===== src/rtl/imem_arbiter_pkg.sv =====
// Shared definitions for the instruction-memory arbiter: default sizes and FSM encoding.
package imem_arbiter_pkg;

  localparam int unsigned WORD_SIZE_DEF = 32;
  localparam int unsigned ADDR_SIZE_DEF = 10;
  localparam int unsigned MAX_WAIT_DEF  = 4;

  typedef enum logic [1:0] {
    StRun   = 2'd0,
    StProg  = 2'd1,
    StDrain = 2'd2
  } arb_state_e;

endpackage


===== src/rtl/imem_arbiter_if.sv =====
// Fetch, loader and memory-side signals of the instruction-memory arbiter.
interface imem_arbiter_if
  import imem_arbiter_pkg::*;
#(
  parameter int unsigned WORD_SIZE = WORD_SIZE_DEF,
  parameter int unsigned ADDR_SIZE = ADDR_SIZE_DEF
);

  logic                 f_req;
  logic [ADDR_SIZE-1:0] f_addr;
  logic                 f_gnt;
  logic                 f_rvalid;
  logic [WORD_SIZE-1:0] f_rdata;

  logic                 l_req;
  logic                 l_we;
  logic [ADDR_SIZE-1:0] l_addr;
  logic [WORD_SIZE-1:0] l_wdata;
  logic                 l_gnt;
  logic                 l_rvalid;
  logic [WORD_SIZE-1:0] l_rdata;

  logic                 prog_mode;

  logic [ADDR_SIZE-1:0] mem_addr;
  logic                 mem_we;
  logic [WORD_SIZE-1:0] mem_wdata;
  logic [WORD_SIZE-1:0] mem_rdata;

  logic                 fetch_stall;
  logic                 fetch_flush;

  // Arbiter side.
  modport slave (
    input  f_req, f_addr, l_req, l_we, l_addr, l_wdata, prog_mode, mem_rdata,
    output f_gnt, f_rvalid, f_rdata, l_gnt, l_rvalid, l_rdata,
    output mem_addr, mem_we, mem_wdata, fetch_stall, fetch_flush
  );

  // Requester / memory side.
  modport master (
    output f_req, f_addr, l_req, l_we, l_addr, l_wdata, prog_mode, mem_rdata,
    input  f_gnt, f_rvalid, f_rdata, l_gnt, l_rvalid, l_rdata,
    input  mem_addr, mem_we, mem_wdata, fetch_stall, fetch_flush
  );

endinterface


===== src/rtl/imem_arbiter.sv =====
// Arbitrates a single-port instruction memory between the fetch unit and a program loader,
// with an exclusive programming mode and bounded fetch starvation in shared mode.
module imem_arbiter
  import imem_arbiter_pkg::*;
#(
  parameter int unsigned WORD_SIZE = WORD_SIZE_DEF,
  parameter int unsigned ADDR_SIZE = ADDR_SIZE_DEF,
  parameter int unsigned MAX_WAIT  = MAX_WAIT_DEF
) (
  input logic           clk,
  input logic           rst,
  imem_arbiter_if.slave bus
);

  localparam int unsigned WaitW = $clog2(MAX_WAIT + 1);
  localparam logic [WaitW-1:0] WaitMax = WaitW'(MAX_WAIT);

  arb_state_e           state_q, state_d;
  logic [WaitW-1:0]     wait_q, wait_d;
  logic                 pend_q, pend_d;
  logic                 owner_q, owner_d;
  logic [ADDR_SIZE-1:0] addr_q;
  logic [WORD_SIZE-1:0] wdata_q;

  logic f_gnt_c, l_gnt_c, stall_c, flush_c;
  logic f_gnt, l_gnt;

  always_comb begin
    state_d = state_q;
    wait_d  = '0;
    f_gnt_c = 1'b0;
    l_gnt_c = 1'b0;
    stall_c = 1'b0;
    flush_c = 1'b0;
    unique case (state_q)
      StRun: begin
        // Loader wins unless fetch has already been starved for MAX_WAIT cycles.
        if (bus.l_req && !(bus.f_req && wait_q == WaitMax)) begin
          l_gnt_c = 1'b1;
        end else if (bus.f_req) begin
          f_gnt_c = 1'b1;
        end
        stall_c = bus.f_req & ~f_gnt_c;
        if (bus.f_req && !f_gnt_c) begin
          wait_d = (wait_q == WaitMax) ? wait_q : wait_q + WaitW'(1);
        end
        if (bus.prog_mode) state_d = StProg;
      end
      StProg: begin
        l_gnt_c = bus.l_req;
        stall_c = 1'b1;
        if (!bus.prog_mode) state_d = StDrain;
      end
      StDrain: begin
        stall_c = 1'b1;
        flush_c = 1'b1;
        state_d = StRun;
      end
      default: state_d = StRun;
    endcase
  end

  // Outputs are forced quiet while reset is held, even if requests are present.
  assign f_gnt = rst & f_gnt_c;
  assign l_gnt = rst & l_gnt_c;

  assign bus.f_gnt       = f_gnt;
  assign bus.l_gnt       = l_gnt;
  assign bus.fetch_stall = rst & stall_c;
  assign bus.fetch_flush = rst & flush_c;

  assign bus.mem_we    = l_gnt & bus.l_we;
  assign bus.mem_addr  = l_gnt ? bus.l_addr : (f_gnt ? bus.f_addr : addr_q);
  assign bus.mem_wdata = l_gnt ? bus.l_wdata : wdata_q;

  assign pend_d  = f_gnt | (l_gnt & ~bus.l_we);
  assign owner_d = l_gnt;

  assign bus.f_rvalid = pend_q & ~owner_q;
  assign bus.l_rvalid = pend_q & owner_q;
  assign bus.f_rdata  = bus.f_rvalid ? bus.mem_rdata : '0;
  assign bus.l_rdata  = bus.l_rvalid ? bus.mem_rdata : '0;

  always_ff @(posedge clk or negedge rst) begin
    if (!rst) begin
      state_q <= StRun;
      wait_q  <= '0;
      pend_q  <= 1'b0;
      owner_q <= 1'b0;
      addr_q  <= '0;
      wdata_q <= '0;
    end else begin
      state_q <= state_d;
      wait_q  <= wait_d;
      pend_q  <= pend_d;
      owner_q <= owner_d;
      addr_q  <= bus.mem_addr;
      wdata_q <= bus.mem_wdata;
    end
  end

endmodule


===== src/flat_wrapper.sv =====
// flat-port wrapper written by rule: the top's interface ports become plain ports
module imem_arbiter_flat import imem_arbiter_pkg::*;
#(
  parameter int unsigned WORD_SIZE = WORD_SIZE_DEF,
  parameter int unsigned ADDR_SIZE = ADDR_SIZE_DEF,
  parameter int unsigned MAX_WAIT  = MAX_WAIT_DEF
)
  (clk, rst, bus_f_req, bus_f_addr, bus_l_req, bus_l_we, bus_l_addr, bus_l_wdata, bus_prog_mode, bus_mem_rdata, bus_f_gnt, bus_f_rvalid, bus_f_rdata, bus_l_gnt, bus_l_rvalid, bus_l_rdata, bus_mem_addr, bus_mem_we, bus_mem_wdata, bus_fetch_stall, bus_fetch_flush);
  imem_arbiter_if #(.WORD_SIZE(WORD_SIZE), .ADDR_SIZE(ADDR_SIZE)) bus_i ();
  input logic clk;
  input logic rst;
  input wire logic [$bits(bus_i.f_req)-1:0] bus_f_req;
  input wire logic [$bits(bus_i.f_addr)-1:0] bus_f_addr;
  input wire logic [$bits(bus_i.l_req)-1:0] bus_l_req;
  input wire logic [$bits(bus_i.l_we)-1:0] bus_l_we;
  input wire logic [$bits(bus_i.l_addr)-1:0] bus_l_addr;
  input wire logic [$bits(bus_i.l_wdata)-1:0] bus_l_wdata;
  input wire logic [$bits(bus_i.prog_mode)-1:0] bus_prog_mode;
  input wire logic [$bits(bus_i.mem_rdata)-1:0] bus_mem_rdata;
  output wire logic [$bits(bus_i.f_gnt)-1:0] bus_f_gnt;
  output wire logic [$bits(bus_i.f_rvalid)-1:0] bus_f_rvalid;
  output wire logic [$bits(bus_i.f_rdata)-1:0] bus_f_rdata;
  output wire logic [$bits(bus_i.l_gnt)-1:0] bus_l_gnt;
  output wire logic [$bits(bus_i.l_rvalid)-1:0] bus_l_rvalid;
  output wire logic [$bits(bus_i.l_rdata)-1:0] bus_l_rdata;
  output wire logic [$bits(bus_i.mem_addr)-1:0] bus_mem_addr;
  output wire logic [$bits(bus_i.mem_we)-1:0] bus_mem_we;
  output wire logic [$bits(bus_i.mem_wdata)-1:0] bus_mem_wdata;
  output wire logic [$bits(bus_i.fetch_stall)-1:0] bus_fetch_stall;
  output wire logic [$bits(bus_i.fetch_flush)-1:0] bus_fetch_flush;
  assign bus_i.f_req = bus_f_req;
  assign bus_i.f_addr = bus_f_addr;
  assign bus_i.l_req = bus_l_req;
  assign bus_i.l_we = bus_l_we;
  assign bus_i.l_addr = bus_l_addr;
  assign bus_i.l_wdata = bus_l_wdata;
  assign bus_i.prog_mode = bus_prog_mode;
  assign bus_i.mem_rdata = bus_mem_rdata;
  assign bus_f_gnt = bus_i.f_gnt;
  assign bus_f_rvalid = bus_i.f_rvalid;
  assign bus_f_rdata = bus_i.f_rdata;
  assign bus_l_gnt = bus_i.l_gnt;
  assign bus_l_rvalid = bus_i.l_rvalid;
  assign bus_l_rdata = bus_i.l_rdata;
  assign bus_mem_addr = bus_i.mem_addr;
  assign bus_mem_we = bus_i.mem_we;
  assign bus_mem_wdata = bus_i.mem_wdata;
  assign bus_fetch_stall = bus_i.fetch_stall;
  assign bus_fetch_flush = bus_i.fetch_flush;
  imem_arbiter #(.WORD_SIZE(WORD_SIZE), .ADDR_SIZE(ADDR_SIZE), .MAX_WAIT(MAX_WAIT)) u_core (.clk(clk), .rst(rst), .bus(bus_i));
endmodule

===== config.mk =====
export PLATFORM = sky130hd
export DESIGN_NAME = imem_arbiter_flat
export DESIGN_NICKNAME = d
export VERILOG_FILES = /design/src/rtl/imem_arbiter_pkg.sv /design/src/rtl/imem_arbiter_if.sv /design/src/rtl/imem_arbiter.sv /design/src/flat_wrapper.sv
export SDC_FILE = /design/constraint.sdc
export NUM_CORES = 1
export LEC_CHECK = 0
export ABC_AREA = 1
export BUFFER_PORTS_ARGS = -buffer_cell sky130_fd_sc_hd__buf_2
export CAP_MARGIN = 40
export CORE_ASPECT_RATIO = 0.6
export CORE_MARGIN = 4
export CORE_UTILIZATION = 40
export CTS_CLUSTER_SIZE = 28
export DETAILED_ROUTE_END_ITERATION = 6
export GPL_ROUTABILITY_DRIVEN = 0
export PLACE_DENSITY = 0.81
export REMOVE_ABC_BUFFERS = 1
export SETUP_SLACK_MARGIN = 0.3
export SYNTH_ARGS = -nofsm -noshare
export SYNTH_HDL_FRONTEND = slang
export SYNTH_SLANG_ARGS = --single-unit

===== constraint.sdc =====
create_clock -name clk -period 1.8 [get_ports clk]
set_input_delay 0.36 -clock clk [delete_from_list [all_inputs] [get_ports clk]]
set_output_delay 0.36 -clock clk [all_outputs]
set_load 0.005 [all_outputs]

Word-level counts from Yosys, hierarchy flattened
Index checks and enable logic that the tools add are counted.
Word-level totals
  register bits after elaboration: 49
  input bits: 90
  output and inout bits: 113
  logic and storage cells: 53
Operators by class
  add/sub/neg operators: 1
  eq/ne operators: 6
  muxes and demuxes: 19
  bitwise gates (word level): 13
  reductions and logical operators: 8
Operators with widths (count)
  $mux W32: 3
  $mux W10: 2
  $and A1 B1 Y1: 9
  $mux W3: 3
  $mux W1: 6
  $mux W2: 2
  $ne A2 B2 Y1 const B: 2
  $pmux W1 S2: 2
  $pmux W2 S2: 1
  $add A3 B1 Y3 const B: 1
  $eq A3 B3 Y1 const B: 1
  $logic_and A1 B1 Y1: 3
  $ne A3 B3 Y1 const B: 1
  $not A1 Y1: 3
  $eq A2 B1 Y1 const B: 1
  $eq A2 B2 Y1 const B: 1
  $logic_not A1 Y1: 2
  $logic_not A2 Y1: 1
  $reduce_and A2 Y1: 1
  $reduce_or A2 Y1: 1
  $or A1 B1 Y1: 1

Longest topological paths before layout
Gate-level depths: netlist (run 1).
  depth in word-level cells: 10
  depth in mapped cells: 10
  depth with buffers taken out: 9

Least setup slack after synthesis (run 1)
OpenSTA, ideal clock, no wires.
  path type: reg2out
  start: register u_core.state_q[0]
  end: output bus_mem_addr[6]
  arrival time: 1.285 ns
  data required time: 1.440 ns
  path slack: 0.155 ns
  cell stages (with the launch flop): 10
  path buffers: 1
  path through: dfrtp_1 -> inv_1 -> ha_1 -> nand2_1 -> nor2_1 -> nand2_1 -> buf_4 -> nand2_1 -> nand3_1 -> nand2_1
On the way
  longest elaborated chain between the ends: 5
  elaborated cells on any way between the ends: 8
  classes of those cells: 1 x eq/ne; 4 x mux; 2 x bitwise; 1 x reduce/logical
Ends and longest elaborated chain
  from (decl): line imem_arbiter.sv:18  | arb_state_e state_q, state_d;
  from (signal assigned): line imem_arbiter.sv:86  | state_q <= StRun;
  from (signal assigned): line imem_arbiter.sv:93  | state_q <= state_d;
  $logic_not A2 Y1: line imem_arbiter.sv:35  | unique case (state_q)
  $mux W1: line imem_arbiter.sv:35
  $and A1 B1 Y1: line imem_arbiter.sv:64  | assign f_gnt = rst & f_gnt_c;
  $mux W10: line imem_arbiter.sv:73  | assign bus.mem_addr = l_gnt ? bus.l_addr : (f_gnt ? bus.f_addr : addr_q);
  $mux W10 (*): line imem_arbiter.sv:73
  to (decl): line flat_wrapper.sv:26  | output wire logic [$bits(bus_i.mem_addr)-1:0] bus_mem_addr;
Every way passes the cells marked *; elsewhere a longest branch is shown, timed or not.

Worst setup path in the final report (run 1)
Ends and elaborated chain as after synthesis.

==> results of run 1 <==
==> layout by cell type (no fill, tap or decap), types with 2 or more instances in the layout <==
cell type and instances:
ha_1 2, ha_2 2, clkbuf_8 6, inv_2 4
nand2_1 109, nand2_2 27, nand3_2 2, nor2_4 49
buf_2 193, buf_6 28, buf_12 10, clkbuf_16 5
ha_4 3, inv_1 62, nand2_8 2, nand2_4 2
nand3_1 18, o21ai_0 3, dfrtp_1 48, buf_16 6
nor2_2 15, nor2_1 7, buf_4 42
==> worst max-delay path: cells and delay by family, from the launching register on <==
family                     cells  cell delay [ns]
adders and majority gates      1             0.17
and+or+nand+nor                6             0.64
buffers and inverters          3             0.39
DFF                            1             0.44
==> logic make-up after synthesis <==
family	synth area share, %
AOI/OAI and AO/OA	0.7608
adders and majority gates	3.328
buffers and inverters	14.17
xor gates and xnor gates	0.3329
and+or+nand+nor	34.81
DFF	46.60
==> what timing repair did <==
item	in CTS	in global routing
setup endpoints to repair	128	136
resized for setup	82	131
pin swaps	15	8
buffers inserted	33	10
gates cloned	7	5
==> cell type report <==
class,instances,share of cell area [%]
clock buffers,6,1.529
well taps,84,1.946
inverters,68,4.958
clock inverters,1,0.1390
diodes,1,0.04634
repair buffers,285,38.92
flip-flops and latches,49,22.73
multi-input cells,245,29.73
==> report_power, final <==
part / switching, W / total, W / internal [W]
combinational: 0.00213 / 0.00412 / 0.00199
sequential: 0.000194 / 0.00181 / 0.00161
clock: 0.000373 / 0.000678 / 0.000305
total: 0.00270 / 0.00660 / 0.00391
==> sequential cells by signal, summed over array words and instances, names as in the netlist <==
| register | flops |
|---|---|
| u_core.owner_q | 1 |
| u_core.addr_q | 10 |
| u_core.wdata_q | 32 |
| u_core.pend_q | 1 |
| u_core.wait_q | 3 |
| u_core.state_q | 2 |
==> cell usage after synthesis <==
cell,count
nand2_1,139
nor2_1,71
inv_1,67
dfrtp_1,49
nand3_1,20
ha_1,7
clkbuf_1,6
buf_4,5
buf_6,4
o21ai_0,4
buf_2,2
inv_4,1
nand2_4,1
nand3_2,1
nand4_1,1
xnor2_1,1
==> per-stage QoR <==
stage,cells,cell area [um2],utilization [%]
2_1_floorplan,362,2516,-
3_3_place_gp,676,3880,62.09
3_5_place_dp,676,3880,62.09
4_1_cts,723,4669,74.73
5_1_grt,739,5400,86.42
6_report,739,5400,86.42
==> worst max path at each step <==
stage                     slack, ns               from  cells past startpoint                 to
after detailed placement      -0.13  u_core.state_q[1]                     10    bus_mem_addr[4]
after CTS                     -0.27   u_core.wait_q[0]                     11  bus_mem_wdata[13]
after floorplan               -0.26  u_core.state_q[0]                      8    bus_mem_addr[0]
final                         -0.52  u_core.state_q[0]                     10    bus_mem_addr[6]
after global routing          -0.56   u_core.wait_q[0]                     11    bus_mem_addr[0]
after global placement       -0.003  u_core.state_q[0]                     10   bus_mem_wdata[5]
==> layer usage <==
layer	vias to the layer above	GRT usage (%)	part of all wire, %
li1	1652	-	-
met1	1875	31.74	35
met2	409	42.26	46
met3	114	6.068	12
met4	0	10.53	7.1
met5	-	0	0
==> metrics.cfg, run 1 <==
[pwr]
powerDensity_nw_per_um2 = 1222
p_leak_nw = 3.178
total_power_w = 0.006601
peakVddDrop_uv = 781.0

[setup_path]
r2r-start = u_core.wait_q[0]
reg2reg_depth = 15
path_max_fanout = 5
cp-end-kind = output port
crit_top_cell = nand2_1
worstPathCellList = inv_2, ha_4, nand2_2, nor2_4, nand2_4, buf_6, nand2_1, nand3_1, nand2_1, buf_2
timing.rr.end = u_core.wdata_q[14]
crit_path_top_delay_cell = dfrtp_1
start_kind = register
crit_required_ns = 1.44
ff2ff_setup_slack_ns = -0.37
worstSetupPathType = reg -> out
slowest_delay_ns = 0.44
arrival_ns = 1.96

[clock_network]
cts-root-buf = clkbuf_8
ctsHoldBuffers = 0
cts.path.max_buffers = 2
clk_pin_slew_worst_paths_ns = 0.09
cts_buffers = 5
cts_tree = yes
cts.sinks = 49
htreeDepth = 2
clkLatencyLatePin_ns = 0.30

[logic_synthesis]
synth_cell_type_count = 16
yosys-top-cells-area = dfrtp_1 47%, nand2_1 20%, nor2_1 10%
synth_seq_area_share_pct = 46.60
synth_largest_area_cell = dfrtp_1
syn_inst = 379
ys_warn_count = 0
synth_area_per_cell_um2 = 6.943
ys_seq_elements = 49
yosysTopAreaCellShare_pct = 46.60
syn-cell-area_um2 = 2631

[layout]
multi_input_area_um2 = 1605
ff_latch_area_um2 = 1227
nNetsFinal = 751
synthToLayoutAreaGrowth_pct = 105.2
n_fill_cell = 275
drive_gt1_share_pct = 61.47

[run_status]
failed_checks = setup timing
status = complete, but fails checks

[sta]
fin_tns_setup_ns = -27.48
drv_slew = 0
hold_viol = 0
period_needed_ns = 2.322
rsz0062_at_grt = true
setup_viol = 113
whs_ns = 0.1089
finalWorstSetupSlack_ns = -0.5216
max-slew-margin-rel_pct = 70.64
tightest_slew_ns = 0.4375
max_freq_mhz = 430.7
finalCritPeriodShare_pct = 129.0
final.setup_skew_ns = 0.008966

[die]
io_pins = 203
rows = 22
die-area_um2 = 7982
start_util_pct = 42.11
die_height_um = 70.83
die_x_um = 112.7
coreArea_um2 = 6248

[grt]
grt_antenna_before_repair = 1
grt_overflow = 0
grt_pass1_wl_um = 16330
grt_pass1_vias = 3401
grt_max_degree = 28
track_usage_pct = 25.32

[run]
max_cap_violations = 0

[routing]
drc = 0
routed_wl_um = 15820
avgViaCountPerCell = 5.480
wl_per_cell_um = 21.40
firstDrtPassIters = 6
vias = 4050
ant_nets = 0
drt-initial-drc-count = 541

[placed_design]
hpwl_um = 6961
place.port_buffers = 202
place_ws_ns = -0.1291

[worst_hold_path]
hp-class = in -> async

Power figures use the tool's default switching activity.
==> inputs of run 2 (changes only) <==
--- a/config.mk
+++ b/config.mk
@@ -8,13 +8,13 @@
 export ABC_AREA = 1
 export BUFFER_PORTS_ARGS = -buffer_cell sky130_fd_sc_hd__buf_2
 export CAP_MARGIN = 40
-export CORE_ASPECT_RATIO = 0.6
+export CORE_ASPECT_RATIO = 0.75
 export CORE_MARGIN = 4
 export CORE_UTILIZATION = 40
 export CTS_CLUSTER_SIZE = 28
 export DETAILED_ROUTE_END_ITERATION = 6
 export GPL_ROUTABILITY_DRIVEN = 0
-export PLACE_DENSITY = 0.81
+export PLACE_DENSITY = 0.91
 export REMOVE_ABC_BUFFERS = 1
 export SETUP_SLACK_MARGIN = 0.3
 export SYNTH_ARGS = -nofsm -noshare
==> metrics.cfg, run 2 (same netlist as run 1, synthesis figures left out) <==
[grt]
grtUsageMet2_pct = 46.34  ; was 42.26%
grt_pass1_vias = 3277  ; was 3,401
grt_util_met3_pct = 6.572  ; was 6.068%
track_usage_pct = 25.87  ; was 25.32%
grtUsageMet1_pct = 28.22  ; was 31.74%
grt_overflow = 0  ; unchanged
grt_antenna_before_repair = 3  ; was 1
grt.busiest_layer = met2  ; unchanged
grt_pass1_wl_um = 16130  ; was 16,330 um
grt_max_degree = 38  ; was 28

[clock_network]
ctsHoldBuffers = 0  ; unchanged
clk_pin_slew_worst_paths_ns = 0.09  ; about the same
htreeDepth = 2  ; unchanged
cts.sinks = 49  ; unchanged
cts_tree = yes  ; unchanged
clkLatencyLatePin_ns = 0.30  ; about the same
cts-root-buf = clkbuf_8  ; unchanged
cts.path.max_buffers = 2  ; unchanged
cts_buffers = 5  ; unchanged

[sta]
drv_slew = 0  ; unchanged
max_freq_mhz = 465.4  ; was 430.7 MHz
max-slew-margin-rel_pct = 69.64  ; was 70.64%
setup_viol = 54  ; was 113
period_needed_ns = 2.149  ; was 2.322 ns
whs_ns = 0.03423  ; was 0.1089 ns
final.setup_skew_ns = 0.004570  ; was 0.008966 ns
finalCritPeriodShare_pct = 119.4  ; was 129.0%
finalWorstSetupSlack_ns = -0.3485  ; was -0.5216 ns
hold_viol = 0  ; unchanged
fin_tns_setup_ns = -13.86  ; was -27.48 ns
rsz0062_at_grt = true  ; unchanged
tightest_slew_ns = 0.4554  ; was 0.4375 ns

[worst_hold_path]
hp-class = in -> async  ; unchanged

[pwr]
intPower_w = 0.003710  ; was 0.003906 W
powerDensity_nw_per_um2 = 1179  ; was 1222 nW/um2
combPwrFrac_pct = 56.0  ; was 62.4%
peakVddDrop_uv = 909.5  ; was 781.0 uV
power_switching_w = 0.002211  ; was 0.002696 W
switching_share_pct = 37.34  ; was 40.84%
p_leak_nw = 3.045  ; was 3.178 nW
sequentialPowerShare_pct = 30.2  ; was 27.4%
clock_power_share_pct = 13.8  ; was 10.3%

[layout]
stdcell_area_um2 = 5021  ; was 5400 um2
postLayoutCoreUtil_pct = 79.07  ; was 86.42%
largest_reg_flops = 32  ; unchanged
top_register = u_core.wdata_q  ; unchanged
fin_cells = 715  ; was 739
final_cell_mix = 193 x buf_2, 125 x nand2_1, 61 x inv_1  ; was 193 x buf_2, 109 x nand2_1, 62 x inv_1
synthToLayoutAreaGrowth_pct = 90.82  ; was 105.2%
drive_gt1_share_pct = 54.36  ; was 61.47%
reg_top3 = u_core.wdata_q (32), u_core.addr_q (10), u_core.wait_q (3)  ; unchanged
nNetsFinal = 727  ; was 751
final_common_cell = buf_2  ; unchanged

[die]
die_height_um = 78.24  ; was 70.83 um
coreArea_um2 = 6350  ; was 6248 um2
start_util_pct = 41.44  ; was 42.11%
die-area_um2 = 7953  ; was 7982 um2
rows = 25  ; was 22
die_x_um = 101.7  ; was 112.7 um
io_pins = 203  ; unchanged

[placed_design]
place.port_buffers = 202  ; unchanged
place_area_um2 = 3814  ; was 3880 um2
hpwl_um = 7200  ; was 6961 um
dpl.cell_count = 663  ; was 676

[run]
max_cap_violations = 0  ; unchanged

[routing]
drc = 0  ; unchanged
avgViaCountPerCell = 4.883  ; was 5.480
drt-initial-drc-count = 169  ; was 541
firstDrtPassIters = 5  ; was 6
routed_wl_um = 11860  ; was 15,820 um
vias = 3491  ; was 4,050
wl_per_cell_um = 16.58  ; was 21.40 um
ant_nets = 0  ; unchanged

[setup_path]
arrival_ns = 1.79  ; was 1.96 ns
worstSetupPathType = reg -> out  ; unchanged
path_max_fanout = 5  ; unchanged
cp-end-kind = output port  ; unchanged
start_kind = register  ; unchanged
crit_required_ns = 1.44  ; about the same

[run_status]
status = complete, but fails checks  ; unchanged
failed_checks = setup timing  ; unchanged

==> run 2: changes by cell type in the layout (fill, tap and decap cells not counted), sizes merged <==
cell / before / now
clkinv: 1 / 0
clkbuf: 11 / 10
diode: 1 / 3
clkinvlp: 1 / 0
buf: 280 / 258
inv: 67 / 68
bufinv: 0 / 1
==> run 2: critical path: stages, from the launching register on <==
cell and delay [ns]:
dfrtp_1 0.43, inv_2 0.10, ha_4 0.18, nand2_4 0.06
nor2_4 0.13, nand2_4 0.08, buf_6 0.14, nand2_2 0.06
nand3_1 0.09, nand2_1 0.10, buf_2 0.12
==> run 2: area by class of cell <==
cell class / instances / area, um2
Timing Repair Buffer: 261 / 1868
Clock inverter: 1 / 30.03
Antenna cell: 3 / 7.507
Clock buffer: 7 / 86.33
Inverter: 68 / 270.3
Fill cell: 372 / 1329
Sequential cell: 49 / 1227
Tap cell: 81 / 101.3
Multi-Input combinational cell: 245 / 1430
==> run 2: power by group through the flow <==
stage / clock [W] / sequential, W / combinational [W]
floorplan: 0 / 0.00174 / 0.00111
CTS: 0.000828 / 0.00178 / 0.00285
detailed placement: 0 / 0.00179 / 0.00228
global placement: 0 / 0.00176 / 0.00221
global route: 0.000864 / 0.00183 / 0.00363
finish: 0.000814 / 0.00179 / 0.00332
==> run 2: final timing paths <==
path	start	slack, ns	to	cells past startpoint
worst max-delay path	u_core.state_q[0]	-0.35	bus_mem_addr[4]	10
worst min-delay path	rst	0.03	u_core.wait_q[0]	2
worst max register to register	u_core.wait_q[0]	-0.23	u_core.addr_q[0]	15
worst min register to register	u_core.wdata_q[12]	0.48	u_core.wdata_q[12]	2
max in group asynchronous	rst	1.33	u_core.wdata_q[28]	2
min in group clk	bus_l_wdata[27]	0.27	u_core.wdata_q[27]	3
==> run 2: routing by layer <==
layer / vias to the layer above / wire (um)
met1: 1602 / 4241
met5: - / 0
met4: 0 / 554
met3: 47 / 1150
li1: 1605 / -
met2: 237 / 5909
==> run 2: what timing repair did <==
item                       in CTS  in global routing
setup endpoints to repair     112                136
setup buffers                  22                  8
gates resized for setup        85                 74
gates cloned                    8                  3
pin swaps                       8                 13
==> run 2: metrics by stage <==
step	total power [W]	setup slack, ns
final	0.005921	-0.3485
after global routing	0.006323	-0.4396
after CTS	0.005455	-0.3248
after detailed placement	0.004064	-0.07567
after global placement	0.003976	-0.01660
after floorplan	0.002854	-0.2562
